`config.mk`:
```
export PLATFORM = sky130hd
export DESIGN_NAME = pcounter_ahb_bank
export DESIGN_NICKNAME = d
export VERILOG_FILES = /design/src/rtl/ahb_enum_types_pkg.sv /design/src/rtl/pcounter_bank_pkg.sv /design/src/rtl/pcounter_bank_chan.sv /design/src/rtl/pcounter_ahb_bank.sv
export SDC_FILE = /design/constraint.sdc
export NUM_CORES = 1
export LEC_CHECK = 0
export CAP_MARGIN = 20
export CORE_MARGIN = 2
export CORE_UTILIZATION = 30
export CTS_BUF_LIST = sky130_fd_sc_hd__clkbuf_4 sky130_fd_sc_hd__clkbuf_8
export CTS_CLUSTER_DIAMETER = 150
export CTS_CLUSTER_SIZE = 16
export DETAILED_ROUTE_END_ITERATION = 6
export PLACE_DENSITY = 0.47
export SLEW_MARGIN = 40
export SYNTH_ARGS = -nofsm -noshare
export SYNTH_HDL_FRONTEND = slang
export SYNTH_SLANG_ARGS = --single-unit
```
`constraint.sdc`:
```
create_clock -name hclk -period 5.5 [get_ports hclk]
set_input_delay 1.1 -clock hclk [delete_from_list [all_inputs] [get_ports hclk]]
set_output_delay 1.1 -clock hclk [all_outputs]
set_load 0.02 [all_outputs]
```
`src/rtl/ahb_enum_types_pkg.sv`:
```
// AHB-Lite bus field encodings shared by fabric slaves.
package ahb_enum_types_pkg;

  typedef enum logic [1:0] {
    HTRANS_IDLE   = 2'b00,
    HTRANS_BUSY   = 2'b01,
    HTRANS_NONSEQ = 2'b10,
    HTRANS_SEQ    = 2'b11
  } ahb_htrans_enum;

  typedef enum logic [2:0] {
    HBURST_SINGLE = 3'b000,
    HBURST_INCR   = 3'b001,
    HBURST_WRAP4  = 3'b010,
    HBURST_INCR4  = 3'b011,
    HBURST_WRAP8  = 3'b100,
    HBURST_INCR8  = 3'b101,
    HBURST_WRAP16 = 3'b110,
    HBURST_INCR16 = 3'b111
  } ahb_hburst_enum;

  typedef enum logic [2:0] {
    HSIZE_BYTE     = 3'b000,
    HSIZE_HALFWORD = 3'b001,
    HSIZE_WORD     = 3'b010,
    HSIZE_DWORD    = 3'b011,
    HSIZE_4WORD    = 3'b100,
    HSIZE_8WORD    = 3'b101,
    HSIZE_16WORD   = 3'b110,
    HSIZE_32WORD   = 3'b111
  } ahb_hsize_enum;

  typedef enum logic {
    HRESP_OKAY  = 1'b0,
    HRESP_ERROR = 1'b1
  } ahb_hresp_enum;

endpackage

```
`src/rtl/pcounter_bank_pkg.sv`:
```
// Register map, CTRL layout and response FSM states for the counter bank.
package pcounter_bank_pkg;

  localparam logic [1:0] REG_CTRL   = 2'd0;
  localparam logic [1:0] REG_LOAD   = 2'd1;
  localparam logic [1:0] REG_COUNT  = 2'd2;
  localparam logic [1:0] REG_STATUS = 2'd3;

  localparam int unsigned CTRL_EN     = 0;
  localparam int unsigned CTRL_DIR    = 1;
  localparam int unsigned CTRL_SAT    = 2;
  localparam int unsigned CTRL_IRQ_EN = 3;
  localparam int unsigned CTRL_LOAD   = 4;
  localparam int unsigned CTRL_CLR    = 5;

  localparam int unsigned CHAN_STRIDE = 'h10;

  typedef struct packed {
    logic irq_en;
    logic sat;
    logic dir;
    logic en;
  } ctrl_reg_t;

  typedef enum logic [1:0] {
    ST_OK,
    ST_ERR1,
    ST_ERR2
  } err_state_t;

endpackage

```
`src/rtl/pcounter_bank_chan.sv`:
```
// One counter channel: CTRL/LOAD/STATUS registers, up/down wrap/saturate counter, sticky overflow.
module pcounter_bank_chan
  import pcounter_bank_pkg::*;
#(
  parameter int unsigned CNT_W = 16
) (
  input  logic             i_clk,
  input  logic             i_rst,
  input  logic             i_wr_ctrl,
  input  logic             i_wr_load,
  input  logic             i_wr_status,
  input  logic [31:0]      i_wdata,
  output logic [CNT_W-1:0] o_count,
  output logic [CNT_W-1:0] o_load,
  output ctrl_reg_t        o_ctrl,
  output logic             o_ovf,
  output logic             o_irq
);

  localparam logic [CNT_W-1:0] MAX = '1;
  localparam logic [CNT_W-1:0] ONE = CNT_W'(1);

  logic [CNT_W-1:0] r_count;
  logic [CNT_W-1:0] r_load;
  ctrl_reg_t        r_ctrl;
  logic             r_ovf;
  logic             r_irq;

  logic             w_clr;
  logic             w_ld;
  logic [CNT_W-1:0] w_load_nxt;
  logic [CNT_W-1:0] w_count_nxt;
  logic             w_ovf_set;
  logic             w_unused;

  assign w_clr      = i_wr_ctrl & i_wdata[CTRL_CLR];
  assign w_ld       = i_wr_ctrl & i_wdata[CTRL_LOAD];
  assign w_load_nxt = i_wr_load ? i_wdata[CNT_W-1:0] : r_load;
  assign w_unused   = ^i_wdata;

  // clr beats load beats stepping; load sees a LOAD written by the same transfer
  always_comb begin
    w_count_nxt = r_count;
    w_ovf_set   = 1'b0;
    if (w_clr) begin
      w_count_nxt = '0;
    end else if (w_ld) begin
      w_count_nxt = w_load_nxt;
    end else if (r_ctrl.en) begin
      if (!r_ctrl.dir) begin
        if (r_count == MAX) begin
          w_ovf_set   = 1'b1;
          w_count_nxt = r_ctrl.sat ? MAX : '0;
        end else begin
          w_count_nxt = r_count + ONE;
        end
      end else begin
        if (r_count == '0) begin
          w_ovf_set   = 1'b1;
          w_count_nxt = r_ctrl.sat ? '0 : MAX;
        end else begin
          w_count_nxt = r_count - ONE;
        end
      end
    end
  end

  always_ff @(posedge i_clk or posedge i_rst) begin
    if (i_rst) begin
      r_count <= '0;
      r_load  <= '0;
      r_ctrl  <= '0;
      r_ovf   <= 1'b0;
      r_irq   <= 1'b0;
    end else begin
      r_count <= w_count_nxt;
      r_load  <= w_load_nxt;
      if (i_wr_ctrl) begin
        r_ctrl <= '{irq_en: i_wdata[CTRL_IRQ_EN], sat: i_wdata[CTRL_SAT],
                    dir: i_wdata[CTRL_DIR], en: i_wdata[CTRL_EN]};
      end
      r_ovf <= w_ovf_set | (r_ovf & ~(i_wr_status & i_wdata[0]));
      r_irq <= r_ovf & r_ctrl.irq_en;
    end
  end

  assign o_count = r_count;
  assign o_load  = r_load;
  assign o_ctrl  = r_ctrl;
  assign o_ovf   = r_ovf;
  assign o_irq   = r_irq;

endmodule

```
`src/rtl/pcounter_ahb_bank.sv`:
```
// AHB-Lite slave exposing N_CH programmable counters with per-channel IRQ and ERROR responses.
module pcounter_ahb_bank
  import ahb_enum_types_pkg::*;
  import pcounter_bank_pkg::*;
#(
  parameter int unsigned N_CH   = 4,
  parameter int unsigned CNT_W  = 16,
  parameter int unsigned ADDR_W = 8
) (
  input  logic                    hclk,
  input  logic                    hreset,
  input  logic                    hsel,
  input  logic                    hready_in,
  input  logic [31:0]             haddr,
  input  ahb_htrans_enum          htrans,
  input  ahb_hburst_enum          hburst,
  input  ahb_hsize_enum           hsize,
  input  logic [3:0]              hprot,
  input  logic                    hwrite,
  input  logic [31:0]             hwdata,
  output logic [31:0]             hrdata,
  output logic                    hready,
  output ahb_hresp_enum           hresp,
  output logic [N_CH*CNT_W-1:0]   counter_o,
  output logic [N_CH-1:0]         irq_o
);

  localparam int unsigned CH_LSB = $clog2(CHAN_STRIDE);

  err_state_t       r_state;
  err_state_t       w_state_nxt;
  logic             r_dp_valid;
  logic             r_dp_write;
  logic [3:0]       r_dp_ch;
  logic [1:0]       r_dp_reg;

  logic [ADDR_W-1:0] w_addr;
  logic [3:0]        w_ch;
  logic              w_accept;
  logic              w_legal;
  logic              w_wr;
  logic              w_unused;

  logic [CNT_W-1:0] w_count [16];
  logic [CNT_W-1:0] w_load  [16];
  ctrl_reg_t        w_ctrl  [16];
  logic [15:0]      w_ovf;

  assign w_addr   = haddr[ADDR_W-1:0];
  assign w_ch     = w_addr[CH_LSB +: 4];
  assign w_accept = hsel && hready_in && hready &&
                    (htrans == HTRANS_NONSEQ || htrans == HTRANS_SEQ);
  assign w_legal  = ({1'b0, w_ch} < 5'(N_CH)) && (hsize == HSIZE_WORD) && (w_addr[1:0] == 2'b00);
  assign w_unused = ^{haddr, w_addr, hburst, hprot};

  always_ff @(posedge hclk or posedge hreset) begin
    if (hreset) r_state <= ST_OK;
    else        r_state <= w_state_nxt;
  end

  // ERR1 stalls the bus, so a new illegal access can only start from OK or ERR2
  always_comb begin
    w_state_nxt = ST_OK;
    case (r_state)
      ST_ERR1: w_state_nxt = ST_ERR2;
      default: if (w_accept && !w_legal) w_state_nxt = ST_ERR1;
    endcase
  end

  always_comb begin
    hready = (r_state != ST_ERR1);
    hresp  = (r_state == ST_OK) ? HRESP_OKAY : HRESP_ERROR;
  end

  always_ff @(posedge hclk or posedge hreset) begin
    if (hreset) begin
      r_dp_valid <= 1'b0;
      r_dp_write <= 1'b0;
      r_dp_ch    <= '0;
      r_dp_reg   <= '0;
    end else begin
      r_dp_valid <= w_accept && w_legal;
      if (w_accept) begin
        r_dp_write <= hwrite;
        r_dp_ch    <= w_ch;
        r_dp_reg   <= w_addr[3:2];
      end
    end
  end

  assign w_wr = r_dp_valid && r_dp_write;

  for (genvar g = 0; g < N_CH; g++) begin : g_ch
    pcounter_bank_chan #(.CNT_W(CNT_W)) u_chan (
      .i_clk       (hclk),
      .i_rst       (hreset),
      .i_wr_ctrl   (w_wr && (r_dp_ch == 4'(g)) && (r_dp_reg == REG_CTRL)),
      .i_wr_load   (w_wr && (r_dp_ch == 4'(g)) && (r_dp_reg == REG_LOAD)),
      .i_wr_status (w_wr && (r_dp_ch == 4'(g)) && (r_dp_reg == REG_STATUS)),
      .i_wdata     (hwdata),
      .o_count     (w_count[g]),
      .o_load      (w_load[g]),
      .o_ctrl      (w_ctrl[g]),
      .o_ovf       (w_ovf[g]),
      .o_irq       (irq_o[g])
    );
    assign counter_o[g*CNT_W +: CNT_W] = w_count[g];
  end

  for (genvar g = N_CH; g < 16; g++) begin : g_pad
    assign w_count[g] = '0;
    assign w_load[g]  = '0;
    assign w_ctrl[g]  = '0;
    assign w_ovf[g]   = 1'b0;
  end

  always_comb begin
    hrdata = '0;
    if (r_dp_valid && !r_dp_write) begin
      case (r_dp_reg)
        REG_CTRL:  hrdata[3:0]       = w_ctrl[r_dp_ch];
        REG_LOAD:  hrdata[CNT_W-1:0] = w_load[r_dp_ch];
        REG_COUNT: hrdata[CNT_W-1:0] = w_count[r_dp_ch];
        default:   hrdata[0]         = w_ovf[r_dp_ch];
      endcase
    end
  end

endmodule

```
; After elaboration in Yosys (flattened, before gate mapping)
; Cells that the tools add are included.
[totals]
in_bits = 81
romBits = 0
register_bits = 162
word_cells = 210
ramBits = 0
memories = 0
latch_bits = 0
output_inout_bits = 102
[classes]
multipliers = 0
n_mux = 78
shift = 0
n_addsub = 8
eq_ne = 15
div = 0
bitwise = 29
n_lt_le_gt_ge = 3
n_reduce_logical = 40
[op_table]
columns = op, count
row1 = $mux 16, 41
row2 = $bmux 16 s4, 2
row3 = $add 16x1->16 const B, 4
row4 = $eq 16x16->1 const B, 4
row5 = $logic_not 16->1, 4
row6 = $sub 16x1->16 const B, 4
row7 = $mux 1, 27
row8 = $logic_and 1x1->1, 25
row9 = $pmux 12 s2, 1
row10 = $and 1x1->1, 20
row11 = $bmux 4 s4, 1
row12 = $reduce_bool 3->1, 4
row13 = $pmux 3 s3, 1
row14 = $eq 2x2->1 const B, 4
row15 = $eq 4x2->1 const B, 2
row16 = $mux 4, 2
row17 = $logic_not 2->1, 3
row18 = $ge 5x5->1 const B, 1
row19 = $lt 4x5->1 const B, 1
row20 = $not 4->5, 1
row21 = $bmux 1 s4, 1
row22 = $eq 2x1->1 const B, 2
row23 = $eq 4x1->1 const B, 1
row24 = $logic_not 4->1, 1
row25 = other kinds (9), 16

; Longest topological paths before layout
[depth]
ltp_word = 7
depth_mapped = 10
mapped_depth_nobuf = 8

; By module
; Synthesis repeated with hierarchy kept, for this count alone.
[unflattened]
hier_cells = 1273
area_unflattened_um2 = 12015.3
[by_module_without_submodules]
columns = mod, cells_per_inst, area_per_inst_um2, seq_area_each_um2, instances
row1 = pcounter_bank_chan (g_ch[1].u_chan ...), 268, 2451.1, 950.9, 2
row2 = pcounter_bank_chan (g_ch[0].u_chan), 286, 2601.2, 950.9, 1
row3 = pcounter_bank_chan (g_ch[3].u_chan), 278, 2541.2, 950.9, 1
row4 = pcounter_ahb_bank, 173, 1970.6, 250.2, 1

; Worst setup path before layout
; No wires, ideal clock.
[synth_timing]
kind = register -> output
start = reg r_dp_ch[0]
end = out hrdata[2]
arrival_ns = 2.028
stages_incl_launch_ff = 7
t_required_ns = 4.400
setup_slack_ns = 2.372
path_buffers = 3
path_cell_list = dfrtp_1 -> buf_2 -> buf_1 -> clkbuf_1 -> mux4_2 -> a22oi_1 -> a21oi_1
[synth_via]
elab_chain_len = 6
word_cells_on_any_way = 12
classes_between = mux: 11 / bitwise: 1
[synth_rtl]
columns = item, line_no
row1 = from (decl), pcounter_ahb_bank.sv:34  ; logic [3:0] r_dp_ch;
row2 = from (signal assigned), pcounter_ahb_bank.sv:85  ; r_dp_ch <= w_ch;
row3 = $not 4->5 (not written as such) *, "pcounter_ahb_bank.sv:121, pcounter_ahb_bank.sv:122, pcounter_ahb_bank.sv:123"
row4 = $bmux 16 s4 (tied with other cells), pcounter_ahb_bank.sv:123  ; REG_COUNT: hrdata[CNT_W-1:0] = w_count[r_dp_ch];
row5 = $mux 16 (not written as such) (tied with other cells) (2 in series), pcounter_ahb_bank.sv:123
row6 = $pmux 3 s3 *, pcounter_ahb_bank.sv:120  ; case (r_dp_reg)
row7 = $mux 16 *, pcounter_ahb_bank.sv:119  ; if (r_dp_valid && !r_dp_write) begin
row8 = to (decl), pcounter_ahb_bank.sv:21  ; output logic [31:0] hrdata,
; Mark *: on every way between the ends. The rest lies on a longest branch, timed or not. The select of a mux whose other input is x is not followed.

; Worst setup path in the final report
[layout_timing]
start = reg r_dp_ch[1]
end = out hrdata[5]
[layout_via]
elab_chain_len = 6
word_cells_on_any_way = 9
classes_between = mux: 8 / bitwise: 1
[layout_rtl]
columns = item, line_no
row1 = $not 4->5 (not written as such) *, "pcounter_ahb_bank.sv:122, pcounter_ahb_bank.sv:123"
row2 = "$bmux 16 s4, on equally long branches", "pcounter_ahb_bank.sv:123, pcounter_ahb_bank.sv:122"
row3 = "$mux 16, on equally long branches (2 in series)", "pcounter_ahb_bank.sv:123, pcounter_ahb_bank.sv:122"
row4 = $pmux 12 s2 *, pcounter_ahb_bank.sv:120
row5 = $mux 16 *, pcounter_ahb_bank.sv:119
; Marked as above.

==> summary.txt <==
STA
  – Final period util: 77.7%
  – RSZ-0062 raised after global routing: no
  – Setup Skew: 0.0170 ns
  – Tightest Pin Transition: 0.837 ns
  – TNS Setup: 0 ns
  – Tmin final: 4.27 ns
  – Final setup viols: 0
  – F_max: 0.234 GHz
  – Hold Vio Cnt, Final: 0
  – Slew margin rel.: 44.2%
  – Fin. max-slew vios: 0

Critical path
  – CP cell instances: buf_4, mux4_2, a22oi_1, nor2_1, clkdlybuf4s50_1
  – Largest delay share family, worst path: buffers and inverters
  – Crit-path slowest cell: dfrtp_2
  – CP Data Arrival Time: 3.17 ns
  – Worst setup EP type: output pin
  – Max incr delay on CP: 0.76 ns
  – Worst path bufs/invs: 2
  – R2R Setup Slk: 2.14 ns
  – Top fanout value on the critical path: 27
  – CP required: 4.40 ns
  – Type of origin of the critical path: flip-flop
  – Setup CP Type: flip-flop to output pin

Layout
  – N_diodes: 0
  – Fillers: 4208
  – Share of layout cells above drive strength 1: 15.3%
  – Storage element area: 4060 µm²
  – Multi-input logic area: 7620 µm²
  – Synthesis-to-layout area growth: 14.6%
  – Nets@finish: 1507
  – Commonest non-fill, non-tap cell in the layout: dfrtp_1
  – Util after Layout: 34.9%
  – Most frequent cells in the layout: dfrtp_1, clkdlybuf4s50_1, nand2_1
  – Post-Layout Inst Area: 14200 µm²

Placement
  – Final HPWL DP: 36400 µm
  – IO Port Bufs: 118
  – Cell Area, Placed: 13800 µm²
  – Routability cong.: 0.888

Routing
  – DR WL met3: 3020 µm
  – Detail Route Antenna Nets: 0
  – Drt first pass iters: 6
  – Metal2 WL: 22700 µm
  – Drc violations: 0
  – Initial detailed-routing violation count: 1087
  – DR vias: 11628
  – Final wirelength: 48900 µm
  – Drt wl/cell: 25.0 µm
  – Post-DR vias/cell: 5.95
  – Wire length on met1: 22000 µm
  – Uppermost layer routed: met4

Clock tree
  – Post-CTS Setup Bufs: 0
  – H-tree depth: 4
  – CTS tree: built
  – Deepest clock path buffer count: 2
  – Post-cts sizing count: 0
  – Clock latency on the worst-skew pair: 0.48 ns
  – CTS clock-pin slew for the worst setup and hold paths: 0.09 ns
  – Total CTS buffers: 17
  – # clock sinks: 162
  – Root Driver: clkbuf_8
  – Hold Buf Count CTS: 0

Global route
  – Gr usage total: 22.5%
  – Largest net degree at the start of global routing: 94
  – Grt total ovfl: 0
  – Vias in the first global route: 11226
  – First-pass GRT wire length: 74400 µm
  – Initial antenna violation count: 0

Yosys
  – Register bit total from synthesis: 162
  – Synth warnings: 0
  – Synth Flop Type: dfrtp_1
  – EDFF count, synth: 0
  – Cells after synthesis: 1394
  – Avg Cell Area, Syn: 8.91 µm²
  – Post-Syn Area: 12400 µm²
  – Synth cell types: 88
  – Async set-reset flop share out of synthesis: 100%
  – Sequential element share of the synthesized area: 32.7%

Outcome
  – Status: complete, no violations

Flow run
  – Number of max-cap violations: 0

Power
  – Power per Cell Area: 366 nW/µm²
  – Leak: 5.54 nW
  – VDD IR max: 0.194 mV

Floorplan
  – Die height: 207 µm
  – # rows: 74
  – Die width: 207 µm
  – Initial core utilization: 30.4%
  – DIE AREA: 43000 µm²
  – IO Count: 183
  – CORE AREA: 40800 µm²

Min path
  – Min-delay worst type: flip-flop to flip-flop
-- Yosys cell counts, types with 12 or more instances --
| cell | count | area [µm²] |
|---|---|---|
| dfrtp_1 | 162 | 4050 |
| nand2_1 | 115 | 432 |
| o21ai_0 | 107 | 536 |
| mux2_2 | 86 | 968 |
| clkbuf_1 | 78 | 293 |
| a21oi_1 | 77 | 385 |
| nor2_1 | 75 | 282 |
| nand3_1 | 60 | 300 |
| nor3_1 | 47 | 235 |
| nand4_1 | 40 | 250 |
| buf_2 | 37 | 185 |
| mux4_2 | 37 | 833 |
| inv_1 | 34 | 128 |
| xnor2_1 | 33 | 289 |
| nor4_1 | 25 | 156 |
| buf_4 | 23 | 173 |
| a22oi_1 | 19 | 143 |
| and3_1 | 19 | 119 |
| ha_1 | 17 | 213 |
| a31oi_1 | 16 | 100 |
| o211ai_1 | 15 | 113 |
| xor2_1 | 15 | 131 |
| buf_1 | 13 | 48.8 |
| and4_1 | 12 | 105 |
| mux2i_1 | 12 | 120 |
-- stage by stage --
step | worst slack, ns | power, W | hold slack, ns | instances
after global placement | 1.71 | 0.00419 | 0.496 | 1922
after global routing | 1.08 | 0.00552 | 0.555 | 1953
after detailed placement | 1.70 | 0.00419 | 0.491 | 1922
after CTS | 1.17 | 0.00520 | 0.518 | 1953
after floorplan | 0.0234 | 0.00333 | 0.465 | 1409
final | 1.23 | 0.00521 | 0.508 | 1953
-- report_power, final --
part           total, W  internal (W)  switching, W
logic           0.00210      0.000984       0.00111
registers       0.00212       0.00136      0.000760
clock network   0.00100      0.000538      0.000466
-- cell families after synthesis --
group,count (synthesis),synth area share [%]
AND/OR/NAND/NOR,475,20.4
AO/OA/AOI/OAI,370,19.6
buffers and inverters,186,6.70
flip-flops,162,32.7
multiplexers,135,15.5
XOR/XNOR,48,3.39
adder cells (fa/ha/maj),17,1.71
other,1,0.0302
-- routing by layer --
layer / vias up / global-route usage [%]
li1: 5254 / -
met1: 5843 / 31.8
met2: 471 / 35.3
met3: 60 / 3.65
met4: 0 / 6.65
met5: - / 0
-- path summary, 6_finish.rpt --
kind / start / to / cells past startpoint
min in group asynchronous: hreset / g_ch[0].u_chan.o_irq / 2
max reg2reg: r_dp_reg[1] / g_ch[1].u_chan.o_count[12] / 8
min reg2reg: g_ch[3].u_chan.o_ctrl[3] / g_ch[3].u_chan.o_irq / 1
max in group asynchronous: hreset / g_ch[3].u_chan.o_load[8] / 3
min: g_ch[3].u_chan.o_ctrl[3] / g_ch[3].u_chan.o_irq / 1
max: r_dp_ch[1] / hrdata[5] / 5
-- cell type report --
| class | count | area share, % |
|---|---|---|
| clock buffers | 22 | 2.04 |
| clock inverters | 9 | 1.08 |
| inverters | 34 | 0.932 |
| multi-input cells | 1061 | 53.6 |
| flip-flops and latches | 162 | 28.5 |
| well taps | 532 | 4.68 |
| repair buffers | 133 | 9.18 |
(Power assumes the default switching activity.)
